[config.mk]
export PLATFORM = sky130hd
export DESIGN_NAME = ro_freq_counter
export DESIGN_NICKNAME = d
export VERILOG_FILES = /design/src/rtl/ro_freq_counter.sv
export SDC_FILE = /design/constraint.sdc
export NUM_CORES = 1
export LEC_CHECK = 0
export CAP_MARGIN = 15
export CORE_UTILIZATION = 56
export CTS_CLUSTER_SIZE = 8
export DETAILED_ROUTE_END_ITERATION = 8
export GPL_TIMING_DRIVEN = 0
export PLACE_DENSITY = 0.85
export SLEW_MARGIN = 20
export SYNTH_ARGS = -nofsm -noshare
export SYNTH_HDL_FRONTEND = slang
export SYNTH_SLANG_ARGS = --single-unit
export TNS_END_PERCENT = 100
[constraint.sdc]
create_clock -name clk -period 2.9 [get_ports clk]
set_input_delay 0.58 -clock clk [delete_from_list [all_inputs] [get_ports clk]]
set_output_delay 0.58 -clock clk [all_outputs]
set_load 0.05 [all_outputs]
[src/rtl/ro_freq_counter.sv]
// Ring-oscillator frequency counter: counts rising edges of an asynchronous
// ro_in over a programmable gate window of clk cycles and reports the result.
module ro_freq_counter #(
  parameter int CNT_W  = 16,
  parameter int GATE_W = 16
) (
  input  logic              clk,
  input  logic              rst,
  input  logic              ro_in,
  input  logic              start,
  input  logic [GATE_W-1:0] gate_len,
  output logic [CNT_W-1:0]  count,
  output logic              valid,
  output logic              busy,
  output logic              ovf
);

  typedef enum logic [1:0] {
    IDLE = 2'd0,
    GATE = 2'd1,
    DONE = 2'd2
  } state_t;

  localparam logic [CNT_W-1:0]  CNT_MAX    = {CNT_W{1'b1}};
  localparam logic [CNT_W-1:0]  CNT_ZERO   = {CNT_W{1'b0}};
  localparam logic [CNT_W-1:0]  CNT_ONE    = CNT_W'(1);
  localparam logic [GATE_W-1:0] GATE_ZERO  = {GATE_W{1'b0}};
  localparam logic [GATE_W-1:0] TIMER_LAST = GATE_W'(1);

  state_t              state_r;
  state_t              state_s;
  logic                sync1_r;
  logic                sync2_r;
  logic                hist_r;
  logic                edge_s;
  logic [GATE_W-1:0]   timer_r;
  logic [CNT_W-1:0]    cnt_r;
  logic [CNT_W-1:0]    cnt_nxt_s;
  logic                ovf_flag_r;
  logic                ovf_nxt_s;
  logic [CNT_W-1:0]    count_r;
  logic                ovf_r;
  logic                valid_s;
  logic                busy_s;

  assign edge_s = sync2_r & ~hist_r;

  // FSM state register
  always_ff @(posedge clk or posedge rst) begin
    if (rst) begin
      state_r <= IDLE;
    end else begin
      state_r <= state_s;
    end
  end

  // FSM next-state logic
  always_comb begin
    state_s = IDLE;
    case (state_r)
      IDLE: begin
        if (start) begin
          state_s = (gate_len == GATE_ZERO) ? DONE : GATE;
        end else begin
          state_s = IDLE;
        end
      end
      GATE: begin
        if (timer_r == TIMER_LAST) begin
          state_s = DONE;
        end else begin
          state_s = GATE;
        end
      end
      DONE:    state_s = IDLE;
      default: state_s = IDLE;
    endcase
  end

  // FSM outputs decoded from the state register
  always_comb begin
    valid_s = 1'b0;
    busy_s  = 1'b0;
    case (state_r)
      IDLE: begin
        valid_s = 1'b0;
        busy_s  = 1'b0;
      end
      GATE: begin
        valid_s = 1'b0;
        busy_s  = 1'b1;
      end
      DONE: begin
        valid_s = 1'b1;
        busy_s  = 1'b1;
      end
      default: begin
        valid_s = 1'b0;
        busy_s  = 1'b0;
      end
    endcase
  end

  // Saturating edge counter; once saturated, any further edge marks overflow
  always_comb begin
    cnt_nxt_s = cnt_r;
    ovf_nxt_s = ovf_flag_r;
    if (state_r == GATE && edge_s) begin
      if (cnt_r == CNT_MAX) begin
        ovf_nxt_s = 1'b1;
      end else begin
        cnt_nxt_s = cnt_r + CNT_ONE;
      end
    end else begin
      cnt_nxt_s = cnt_r;
      ovf_nxt_s = ovf_flag_r;
    end
  end

  // Synchronizer and edge-history flops, running in every state
  always_ff @(posedge clk or posedge rst) begin
    if (rst) begin
      sync1_r <= 1'b0;
      sync2_r <= 1'b0;
      hist_r  <= 1'b0;
    end else begin
      sync1_r <= ro_in;
      sync2_r <= sync1_r;
      hist_r  <= sync2_r;
    end
  end

  // Gate timer, edge counter and result registers
  always_ff @(posedge clk or posedge rst) begin
    if (rst) begin
      timer_r    <= GATE_ZERO;
      cnt_r      <= CNT_ZERO;
      ovf_flag_r <= 1'b0;
      count_r    <= CNT_ZERO;
      ovf_r      <= 1'b0;
    end else begin
      case (state_r)
        IDLE: begin
          if (start) begin
            timer_r    <= gate_len;
            cnt_r      <= CNT_ZERO;
            ovf_flag_r <= 1'b0;
            // A zero-length window completes immediately with an empty result
            if (gate_len == GATE_ZERO) begin
              count_r <= CNT_ZERO;
              ovf_r   <= 1'b0;
            end
          end
        end
        GATE: begin
          timer_r    <= timer_r - TIMER_LAST;
          cnt_r      <= cnt_nxt_s;
          ovf_flag_r <= ovf_nxt_s;
          // Result includes an edge detected in the final gate cycle
          if (timer_r == TIMER_LAST) begin
            count_r <= cnt_nxt_s;
            ovf_r   <= ovf_nxt_s;
          end
        end
        DONE: begin
          timer_r <= timer_r;
        end
        default: begin
          timer_r <= GATE_ZERO;
        end
      endcase
    end
  end

  assign count = count_r;
  assign ovf   = ovf_r;
  assign valid = valid_s;
  assign busy  = busy_s;

endmodule

==> results.py, run 1 <==
metrics = {
    "floorplanning": {
        "die-area_um2": 6060,
        "core_um2": 5540,
        "fp-row-count": 27,
        "die_w_um": 77.9,
        "die_y_um": 77.9,
        "ios": 39,
        "start_util_pct": 58.2,
    },
    "detailed_routing": {
        "drc_errors": 0,
        "vias": 2963,
        "drtAntennaViolNets": 0,
        "drt_iter0_drc": 449,
        "vias_per_cell": 6.30,
        "drt-total-wl_um": 7980,
        "routedWlPerCell_um": 17.0,
        "firstDrtPassIters": 5,
    },
    "critical_path": {
        "crit_type": "input pin to flip-flop",
        "timing.reg2reg.setup_slack_ns": 0.49,
        "r2r_start": "timer_r[2]",
        "r2r-end": "count[14]",
        "reg2reg_depth": 6,
        "cp.arrival_ns": 2.62,
        "critPathLaunch": "start",
        "cp_max_fo": 10,
        "critical_path_required_ns": 3.05,
        "cp-start-kind": "input pin",
        "cp-end-kind": "flip-flop",
    },
    "logic_synthesis": {
        "yosysWarnings": 0,
        "syn-num-nets": 380,
        "yosys-top-cells-area": "dfrtp_1, mux2i_1, nand2_1",
        "synth.distinct_cells": 53,
        "synthesis.area_um2": 3220,
        "async_flop_share_pct": 100,
        "synth_edf_count": 0,
        "synth.yosys.seq_area_share_pct": 42.7,
        "syn_inst": 354,
        "synth_top_area_cell": "dfrtp_1",
        "post-synth-top-count-cell": "dfrtp_1",
        "postSynthAreaPerCell_um2": 9.10,
        "ys.flop_type": "dfrtp_1",
        "yosysTopAreaCellShare_pct": 42.7,
        "synth_common_cells": "dfrtp_1, nand2_1, o21ai_0",
        "synth_seq_cells": 55,
    },
    "clocking": {
        "post_cts_resize_count": 0,
        "cts_tree": "built",
        "cts_root_buf": "clkbuf_8",
        "hold_buffers": 0,
        "clk_path_buf_depth": 2,
        "post_cts_buffers": 0,
        "cts.clk_slew.worst_paths_ns": 0.09,
        "clock_latency_ns": 0.30,
        "clock_sinks": 55,
        "cts_made_buffers": 5,
        "htreeDepth": 2,
    },
    "global_route": {
        "grt_max_degree": 56,
        "grt_pass1_vias": 2738,
        "grt_pass1_wl_um": 13600,
        "overflow": 0,
        "gr-usage-all-layers_pct": 28.9,
        "antenna_found_initial": 0,
    },
    "hold_path": {
        "hold_end": "sync2_r",
        "worstHoldStart": "sync1_r",
        "hp-class": "flip-flop to flip-flop",
        "hold_path_depth": 0,
    },
    "finish": {
        "area_growth_pct": 16.9,
        "fin_util_pct": 68.0,
        "final_area_um2": 3770,
        "final_cells": 470,
        "diodes": 0,
        "drive_above_1_share_pct": 6.28,
        "final.fill_count": 464,
        "fin_nets": 425,
    },
    "sta": {
        "hold_viol_final": 0,
        "post-route-period-util_pct": 85.0,
        "tightest_slew_ns": 0.685,
        "slew_violations": 0,
        "rsz0062_at_grt": "false",
        "fmax_ghz": 0.405,
        "max_slew_margin_pct": 54.4,
        "layout_setup_ws_ns": 0.434,
        "clock_skew_ns": 0.00608,
        "hold_ws_ns": 0.356,
        "setup_viol": 0,
        "period_minus_slack_ns": 2.47,
    },
    "status": {
        "outcome": "completed",
    },
    "power_and_ir_drop": {
        "powerDensity_nw_per_um2": 375,
        "peakVddDrop_uv": 357,
        "leakage_nw": 1.66,
    },
    "placed_design": {
        "place_hpwl_um": 5600,
        "io_buffers": 38,
        "pre_cts_slack_ns": 0.172,
        "dpl-instance-area_um2": 3690,
        "placed_cells": 464,
        "gp_congestion": 0.962,
    },
    "flow_run": {
        "maxCapViolations": 0,
    },
}
-- logic make-up after synthesis --
group	share of synthesized area, %
compound gates	18.8
xor+xnor	0.544
fa+ha+maj	2.33
buf+inv	5.09
flops	42.7
mux	8.74
simple gates	21.7
-- how the worst max path moves through the flow --
stage | endpoint | slack, ns | cells past startpoint
floorplan | count[14] | 0.77 | 6
finish | timer_r[8] | 0.43 | 6
CTS | busy | 0.46 | 3
global placement | count[0] | -0.02 | 2
detailed placement | timer_r[15] | 0.17 | 6
global route | count[13] | 0.32 | 6
-- report_power, final --
part           internal, mW  switching (mW)  leakage, nW
combinational        0.0848           0.117        0.948
sequential            0.797          0.0280        0.676
clock                 0.162           0.226       0.0371
total                  1.04           0.371         1.66
-- critical path, cell delays in order --
cell	delay, ns
clkdlybuf4s50_1	0.47
nand2b_1	0.32
nand2b_1	0.18
clkbuf_1	0.41
clkbuf_1	0.47
o221ai_1	0.18
-- routing by layer --
| layer | GRT usage, % | part of all wire (%) | up-vias |
|---|---|---|---|
| met1 | 42.5 | 46 | 1401 |
| met4 | 10.4 | 2.1 | 0 |
| li1 | - | - | 1388 |
| met2 | 43.4 | 45 | 156 |
| met3 | 4.00 | 7.0 | 18 |
| met5 | 0 | 0 | - |
-- cell usage in the layout, fill, tap and decap left out, types with 4 or more instances in the layout --
cell type         n
a22o_1            7
mux2i_1          18
nand4_1          13
or3_1             4
dfrtp_1          55
nand3_1           7
clkbuf_8          6
mux2_2            9
clkbuf_1         18
a32oi_1           5
nand2_1          42
a21oi_1          22
o221ai_1          7
and4_1            4
o21ai_0          29
inv_1            18
clkdlybuf4s50_1  38
nor3_1            8
nor4_1            8
nor2_1           26
ha_1              6
and3_1            7
-- stage by stage --
step | TNS, ns | total power [mW]
2_1_floorplan | 0 | 0.969
3_3_place_gp | -0.802 | 1.03
3_5_place_dp | 0 | 1.04
4_1_cts | 0 | 1.42
5_1_grt | 0 | 1.49
6_report | 0 | 1.41
-- layout make-up --
type	count	area (µm²)	area share (%)
tap	72	90.1	2.39
buffer	19	88.8	2.36
inverter	20	77.6	2.06
timing repair buffer	38	380	10.1
multi-input combinational	260	1680	44.6
clock buffer	6	72.6	1.93
sequential	55	1380	36.5
-- registers in the layout, summed over array words and instances, names as in the netlist --
signal and flops:
state_r 2, cnt_r 16, sync1_r 1, count 16
ovf 1, hist_r 1, timer_r 16, ovf_flag_r 1
sync2_r 1
Power figures use the tool's default switching activity.
==> run 2: changes to the inputs <==
==> constraint.sdc (replaced) <==
create_clock -name clk -period 2.3 [get_ports clk]
set_input_delay 0.46 -clock clk [delete_from_list [all_inputs] [get_ports clk]]
set_output_delay 0.46 -clock clk [all_outputs]
set_load 0.05 [all_outputs]
==> run 2 against run 1 <==
Wire length increased by 0.85%. Clock power up 28%. Sequential cell count stayed put. Non-clock buffer count grew 3. Combinational power increased by 26%. Critical endpoint is now valid. Largest cell class unchanged.
==> results.py, run 2 (synthesis results as in run 1) <==
metrics = {
    "clocking": {
        "cts_made_buffers": 5,
        "htreeDepth": 2,
        "clock_latency_ns": 0.31,
        "cts_root_buf": "clkbuf_8",
        "clock_sinks": 55,
        "cts_tree": "built",
        "clk_path_buf_depth": 2,
        "hold_buffers": 0,
        "cts.clk_slew.worst_paths_ns": 0.10,
    },
    "sta": {
        "hold_viol_final": 0,
        "setup_viol": 0,
        "rsz0062_at_grt": "true",
        "tightest_slew_ns": 0.682,
        "finalSetupTns_ns": 0,
        "period_minus_slack_ns": 2.26,
        "max_slew_margin_pct": 54.5,
        "layout_setup_ws_ns": 0.0439,
        "fmax_ghz": 0.443,
        "post-route-period-util_pct": 98.1,
        "clock_skew_ns": 0.00993,
        "slew_violations": 0,
    },
    "critical_path": {
        "critPathSlowestCell": "clkdlybuf4s50_1",
        "timing.reg2reg.setup_slack_ns": 0.07,
        "cp_max_fo": 2,
        "critical_path_required_ns": 1.84,
        "cp.arrival_ns": 1.80,
        "crit_chain": "inv_1, ha_1, clkdlybuf4s50_1",
        "r2r-end": "count[6]",
        "r2r_start": "timer_r[10]",
        "cp-start-kind": "flip-flop",
        "slowest_delay_ns": 0.81,
        "crit_type": "flip-flop to output port",
        "critPathLaunch": "state_r[0]",
        "reg2reg_depth": 6,
        "critPathCapture": "valid",
        "cp-end-kind": "output port",
    },
    "flow_run": {
        "maxCapViolations": 0,
    },
    "floorplanning": {
        "ios": 39,
        "fp-row-count": 27,
        "die-area_um2": 6060,
        "core_um2": 5540,
        "start_util_pct": 58.2,
        "die_y_um": 77.9,
        "die_w_um": 77.9,
    },
    "power_and_ir_drop": {
        "switching_share_pct": 26.6,
        "p_clk_share_pct": 27.8,
        "p_sw_mw": 0.476,
        "pwr-share-comb_pct": 14.2,
        "powerDensity_nw_per_um2": 467,
        "leakage_nw": 1.70,
        "power.internal_mw": 1.32,
        "peakVddDrop_uv": 452,
        "power_frac_seq_pct": 58.0,
    },
    "placed_design": {
        "io_buffers": 38,
        "gp_congestion": 0.962,
        "place_hpwl_um": 5600,
        "pre_cts_slack_ns": -0.308,
    },
    "global_route": {
        "antenna_found_initial": 0,
        "grt_pass1_wl_um": 13600,
        "overflow": 0,
        "grt_max_degree": 56,
        "grt_pass1_vias": 2757,
        "gr-usage-all-layers_pct": 29.0,
    },
    "finish": {
        "layout_common_cells": "dfrtp_1, nand2_1, clkdlybuf4s50_1, o21ai_0, nor2_1",
        "drive_above_1_share_pct": 8.98,
        "diodes": 0,
        "multiInputGateArea_um2": 1710,
        "final_common_cell": "dfrtp_1",
        "seqCellArea_um2": 1380,
        "final.fill_count": 451,
        "fin_nets": 428,
        "area_growth_pct": 19.0,
        "fin_util_pct": 69.2,
    },
    "detailed_routing": {
        "routedWlPerCell_um": 17.0,
        "firstDrtPassIters": 5,
        "drt_iter0_drc": 393,
        "vias_per_cell": 6.27,
        "vias": 2966,
        "drtAntennaViolNets": 0,
        "drc_errors": 0,
        "drt-total-wl_um": 8040,
    },
    "hold_path": {
        "hold_path_depth": 0,
        "hp-class": "flip-flop to flip-flop",
    },
    "status": {
        "outcome": "completed",
    },
}
## run 2: cell count changes in the layout (fill, tap and decap cells not counted), sizes merged
cell,before,now
buf,1,5
clkbuf,24,23
clkdlybuf4s50,38,37
dlygate4sd2,0,1
## run 2: layout make-up
type	count	share of cell area, %
inverter	20	2.02
timing repair buffer	42	11.0
tap	72	2.35
buffer	18	2.35
sequential	55	35.9
clock buffer	6	1.89
multi-input combinational	260	44.5
## run 2: routing by layer
| metal | up-vias | share of wire [%] | wire [µm] | global-route usage (%) |
|---|---|---|---|---|
| met5 | - | 0 | 0 | 0 |
| met4 | 0 | 1.7 | 140 | 10.0 |
| met3 | 13 | 6.8 | 547 | 3.65 |
| met2 | 142 | 46 | 3700 | 44.2 |
| met1 | 1415 | 45 | 3660 | 42.4 |
| li1 | 1396 | - | - | - |
## run 2: critical path, delay by kind of cell (launching register included)
kind	cells	cell delay, ns
buffers and inverters	2	0.90
DFF	1	0.40
adders and majority gates	1	0.19
## run 2: how the worst min path moves through the flow
stage	start	endpoint	slack (ns)
detailed placement	sync1_r	sync2_r	0.34
global placement	sync1_r	sync2_r	0.33
global route	sync1_r	sync2_r	0.36
floorplan	sync1_r	sync2_r	0.33
finish	sync1_r	sync2_r	0.36
CTS	sync1_r	sync2_r	0.36
## run 2: power groups by stage
stage	clock (mW)	combinational, mW	sequential (mW)
global placement	0	0.243	1.05
global route	0.540	0.291	1.04
floorplan	0	0.174	1.05
finish	0.498	0.254	1.04
CTS	0.502	0.253	1.04
detailed placement	0	0.252	1.06
## run 2: per-stage QoR
| stage | hold slack, ns | power [mW] | std cells | cell area, µm² |
|---|---|---|---|---|
| finish | 0.356 | 1.79 | 473 | 3830 |
| global placement | 0.333 | 1.30 | 464 | 3690 |
| floorplan | 0.331 | 1.22 | 354 | 3220 |
| global route | 0.359 | 1.88 | 473 | 3830 |
| CTS | 0.359 | 1.79 | 473 | 3810 |
| detailed placement | 0.337 | 1.31 | 464 | 3690 |
## run 2: repair_timing
| item | CTS | global route |
|---|---|---|
| hold endpoints to repair | 0 | 0 |
| gates cloned | 0 | 0 |
| resized for setup | 2 | 11 |
| buffers inserted | 3 | 1 |
| endpoints found under the setup margin | 5 | 41 |
| pin swaps | 1 | 3 |
